==> config.mk <==
export PLATFORM = sky130hd
export DESIGN_NAME = lambda_moment_estimator
export DESIGN_NICKNAME = d
export VERILOG_FILES = /design/src/rtl/lambda_moment_estimator_pkg.sv /design/src/rtl/lambda_moment_estimator_q_square_sat.sv /design/src/rtl/lambda_moment_estimator.sv
export SDC_FILE = /design/constraint.sdc
export NUM_CORES = 2
export LEC_CHECK = 0
export CORE_UTILIZATION = 50
export DETAILED_ROUTE_END_ITERATION = 6
export GPL_ROUTABILITY_DRIVEN = 0
export PLACE_DENSITY = 0.66
export SYNTH_ARGS = -nofsm -noshare
export SYNTH_HDL_FRONTEND = slang
export SYNTH_HIERARCHICAL = 1
export SYNTH_SLANG_ARGS = --single-unit
==> constraint.sdc <==
create_clock -name clk -period 26.7 [get_ports clk]
set_input_delay 6.675 -clock clk [delete_from_list [all_inputs] [get_ports clk]]
set_output_delay 6.675 -clock clk [all_outputs]
set_load 0.05 [all_outputs]
==> src/rtl/lambda_moment_estimator_pkg.sv <==
// Shared Q8.8 constants and the moment estimator state encoding.
package lambda_moment_estimator_pkg;
  localparam int          Q_FRAC = 8;
  localparam logic [15:0] Q_MAX  = 16'h7FFF;
  localparam logic [15:0] Q_ONE  = 16'h0100;

  typedef enum logic [1:0] {
    ST_ACCUM  = 2'd0,
    ST_MEAN   = 2'd1,
    ST_SQUARE = 2'd2,
    ST_VAR    = 2'd3
  } state_e;
endpackage

==> src/rtl/lambda_moment_estimator_q_square_sat.sv <==
// Combinational Q-format square: (x*x) >> FRAC_BITS, optionally saturated to Q_MAX.
// With SAT=0 the full-width square is returned for use in wide accumulators.
module q_square_sat
  import lambda_moment_estimator_pkg::*;
#(
  parameter int FRAC_BITS = Q_FRAC,
  parameter int OW        = 16,
  parameter bit SAT       = 1'b1
) (
  input  logic [15:0]   x_i,
  output logic [OW-1:0] sq_o
);
  logic signed [31:0] prod;
  logic        [31:0] shr;
  logic               ovf;

  always_comb begin
    prod = $signed(x_i) * $signed(x_i);
    // A square is never negative, so a logical shift is exact here.
    shr  = prod >> FRAC_BITS;
    ovf  = shr > 32'(Q_MAX);
    sq_o = (SAT && ovf) ? OW'(Q_MAX) : shr[OW-1:0];
  end
endmodule

==> src/rtl/lambda_moment_estimator.sv <==
// Block mean/variance estimator over 2**LOG2_N Q8.8 samples of the lambda sampler stream.
// Accumulates one sample per accept, then spends three stall cycles finalizing the moments.
module lambda_moment_estimator
  import lambda_moment_estimator_pkg::*;
#(
  parameter int LOG2_N    = 3,
  parameter int FRAC_BITS = Q_FRAC
) (
  input  logic        clk,
  input  logic        reset,
  input  logic        in_valid,
  output logic        in_ready,
  input  logic [15:0] sample_in,
  output logic        out_valid,
  output logic [15:0] mean_out,
  output logic [15:0] var_out
);
  localparam int SW = 16 + LOG2_N;
  localparam int QW = 24 + LOG2_N;

  state_e               state_q;
  logic                 ready_q;
  logic [LOG2_N-1:0]    count_q;
  logic signed [SW-1:0] sum_q, sum_d;
  logic [QW-1:0]        sumsq_q, sumsq_d;
  logic [15:0]          mean_q, mean_d;
  logic [15:0]          msq_q, msq_d;
  logic [15:0]          sq_q;
  logic                 out_valid_q;
  logic [15:0]          mean_out_q, var_out_q, var_d;

  logic                 accept;
  logic [23:0]          sample_sq;
  logic [15:0]          mean_sq;
  logic [QW-1:0]        msq_shr;
  logic signed [16:0]   diff;

  q_square_sat #(.FRAC_BITS(FRAC_BITS), .OW(24), .SAT(1'b0)) u_acc_sq (
    .x_i  (sample_in),
    .sq_o (sample_sq)
  );

  q_square_sat #(.FRAC_BITS(FRAC_BITS), .OW(16), .SAT(1'b1)) u_mean_sq (
    .x_i  (mean_q),
    .sq_o (mean_sq)
  );

  assign accept = in_valid && ready_q;

  always_comb begin
    sum_d   = sum_q + {{LOG2_N{sample_in[15]}}, sample_in};
    sumsq_d = sumsq_q + {{LOG2_N{1'b0}}, sample_sq};
    // The upper 16 bits of sum are exactly sum >>> LOG2_N, i.e. floor division by N.
    mean_d  = sum_q[LOG2_N +: 16];
    msq_shr = sumsq_q >> LOG2_N;
    msq_d   = (msq_shr > QW'(Q_MAX)) ? Q_MAX : msq_shr[15:0];
    diff    = $signed({1'b0, msq_q}) - $signed({1'b0, sq_q});
    var_d   = diff[16] ? 16'h0000 : diff[15:0];
  end

  always_ff @(posedge clk) begin
    if (!reset) begin
      state_q     <= ST_ACCUM;
      ready_q     <= 1'b0;
      count_q     <= '0;
      sum_q       <= '0;
      sumsq_q     <= '0;
      mean_q      <= '0;
      msq_q       <= '0;
      sq_q        <= '0;
      out_valid_q <= 1'b0;
      mean_out_q  <= '0;
      var_out_q   <= '0;
    end else begin
      out_valid_q <= 1'b0;
      case (state_q)
        ST_ACCUM: begin
          ready_q <= 1'b1;
          if (accept) begin
            sum_q   <= sum_d;
            sumsq_q <= sumsq_d;
            count_q <= count_q + LOG2_N'(1);
            if (&count_q) begin
              state_q <= ST_MEAN;
              ready_q <= 1'b0;
            end
          end
        end
        ST_MEAN: begin
          mean_q  <= mean_d;
          msq_q   <= msq_d;
          state_q <= ST_SQUARE;
        end
        ST_SQUARE: begin
          sq_q    <= mean_sq;
          state_q <= ST_VAR;
        end
        ST_VAR: begin
          mean_out_q  <= mean_q;
          var_out_q   <= var_d;
          out_valid_q <= 1'b1;
          count_q     <= '0;
          sum_q       <= '0;
          sumsq_q     <= '0;
          ready_q     <= 1'b1;
          state_q     <= ST_ACCUM;
        end
        default: begin
          state_q <= ST_ACCUM;
          ready_q <= 1'b0;
        end
      endcase
    end
  end

  assign in_ready  = ready_q;
  assign out_valid = out_valid_q;
  assign mean_out  = mean_out_q;
  assign var_out   = var_out_q;
endmodule

==> metrics <==
initial antenna violation count 1; number of setup violations in the final report 0; Startpoint Class input port; Reg2Reg Depth 24; Slew Limit Fails 0; critical path class in -> reg; biggest area consumer among synthesized cells fa_1; PortBufs 52; area of the multi-input gates 20,100 um^2; TritonCTS sink count 133; DIE HEIGHT 230 um; worst clock skew approximately 11 ps; r2r endpoint sq_q[9]; Crit. End Element flip-flop; num rows 83; cts bufs inserted 17; outcome complete, no violations; Syn Inst Count just under 3,000; post-CTS sizing 0; FF-to-FF setup slack between 15,000 and 20,000 ps; most frequent cells in the layout 718 x inv_1, 469 x fa_1, 240 x ha_1, 233 x nand2_1, 133 x dfxtp_1; DIE WIDTH 230 um; asr flop ratio synth 0%; Seq/Total Area, Yosys 10.3%; setup_tns 0 ps; GRT Total Usage 24.3%; DIE AREA 52,700 um^2; nets ~3,600; drt first-iter violations 1,324; Clk Tree Root Cell clkbuf_16; Netlist cell types 92; Slew Limit Headroom 14.8%; final period utilization a little under three fifths; Core ar. 51,200 um^2; worst hold path class reg -> reg; TritonRoute pass-1 iters 7; Tightest Pin Transition approximately 1300 ps; Routed Antenna Nets 0; global-route wire length before repair just over 100 mm; min Tclk post-route 14,790 ps; fillers 4,636; EDFF count, synth 0; hold violation total from the final report 0; worst path arrival time 15,110 ps; required time worst endpoint around 27,000 ps; CP startpoint sample_in[3]; Top FF cell, synth dfxtp_1; initial core utilization 50.6%; YS warnings 6; most common cell after layout, fill and taps aside inv_1; register area approximately 2700 um^2; # DRC 0; drt via density 5.38; crit-path max FO 14; layout cells sized above 1 4.24%; #FFs+latches synth 133; Area contributors post-synth fa_1 36%, ha_1 12%, inv_1 10%, dfxtp_1 10%, nand2_1 3.4%; CTS tree built; clk_lat worst skew between 400 and 500 ps; Synth top area share 36.3%; Mapped Area 25,900 um^2; max cap viols 0; Clock Pin Slew Worst Setup and Hold Paths 70 ps; number of diodes 0; Worst setup endpoint sumsq_q[22]; cts hold-fix bufs 0; Avg WL per Cell 17.1 um; final wirelength 61.3 mm; Post-CTS Setup Bufs 0; CTS max path bufs 2; Post-DP HPWL 49.9 mm; syn_nets 3,622; syn_area_per_cell roughly 9 um^2; Area Overhead vs Synth 6.62%; remaining global-route overflow 0; CTS H-tree depth 4; DR vias 19,300; FMAX ~0.068 GHz; I/O pins 53; largest net degree at the start of global routing between 90 and 100; vias in the first global route 20,200; RSZ-0062 raised after global routing false; reg2reg start mean_q[6]
[flip-flops by register name (all words and copies together) (netlist names), 2 cells and up]
signal,count
sumsq_q,27
sum_q,19
mean_out,16
mean_q,16
msq_q,16
sq_q,16
var_out,16
count_q,3
state_q,2
[worst min path at each step]
stage                   start         to  slack (ps)  depth (start not counted)
finish              msq_q[15]  msq_q[15]         440                          2
global route        msq_q[15]  msq_q[15]         470                          2
CTS                 msq_q[15]  msq_q[15]         450                          2
detailed placement  msq_q[15]  msq_q[15]         430                          2
global placement    msq_q[15]  msq_q[15]         430                          2
floorplan           msq_q[15]  msq_q[15]         410                          2
[critical path, cell delays in order]
cell and delay (ps):
clkdlybuf4s50_1 930, inv_1 350, nor2_1 320, fa_1 500, fa_1 820, inv_1 190, fa_1 560, fa_1 450
fa_1 520, fa_1 550, inv_1 50, ha_1 250, or3_4 390, o22ai_1 170, a21oi_1 80, or2_0 220
o21ba_4 230, o21a_1 160, o32a_1 300, ha_1 370, nand2_1 120, nand2_1 60, a21o_1 180, o21bai_1 150
a41oi_1 210, xnor2_1 90, a22oi_1 160, nor2b_1 70
[synth_stat cells (15+ instances only)]
cell type,count
o221a_2,15
nand2b_1,18
nand3_1,29
xor2_1,38
ha_1,240
o21a_1,20
xnor2_1,87
o21ai_0,83
a21oi_1,88
inv_1,718
mux2i_1,52
nand2_1,233
a22oi_1,21
clkbuf_1,83
and2_1,79
nor2b_1,83
nor2_1,113
a21o_1,32
fa_1,469
dfxtp_1,133
[area by class of cell]
| type | count | area share [%] |
|---|---|---|
| clock buffer | 18 | 1.59 |
| clock inverter | 14 | 0.503 |
| inverter | 719 | 9.77 |
| multi-input combinational | 1943 | 72.9 |
| sequential | 133 | 9.64 |
| tap | 680 | 3.08 |
| timing repair buffer | 76 | 2.52 |
[through the flow]
stage	worst slack [ps]	std cells	area, um^2	hold WS (ps)	utilization, %
after floorplan	12670	2894	25900	414	-
after global placement	11700	3551	27000	428	52.8
after detailed placement	11470	3551	27000	433	52.8
after CTS	11920	3583	27600	446	53.9
after global routing	11480	3583	27600	474	53.9
final	11910	3583	27600	439	53.9
[metal layers]
layer	wire length (um)	track usage, %	vias to the layer above
met4	631	4.52	0
li1	-	-	8992
met5	0	0	-
met1	28100	34.1	9718
met3	3080	2.61	54
met2	29500	40.7	512
[logic make-up (layout without fill, tap and decap cells)]
| family | count (synthesis) | after routing | synth area share [%] |
|---|---|---|---|
| flip-flops | 133 | 133 | 10.3 |
| XOR/XNOR | 125 | 125 | 4.23 |
| multiplexers | 52 | 52 | 2.01 |
| AO/OA/AOI/OAI | 409 | 409 | 11.1 |
| buffers and inverters | 818 | 827 | 12.0 |
| AND/OR/NAND/NOR | 647 | 647 | 12.5 |
| adder cells (fa/ha/maj) | 709 | 709 | 47.9 |
| other | 1 | 1 | 0.0145 |
Power is left out: the tool's default activity adds up to more than one toggle a clock period on the data nets, which glitch-free logic cannot reach.
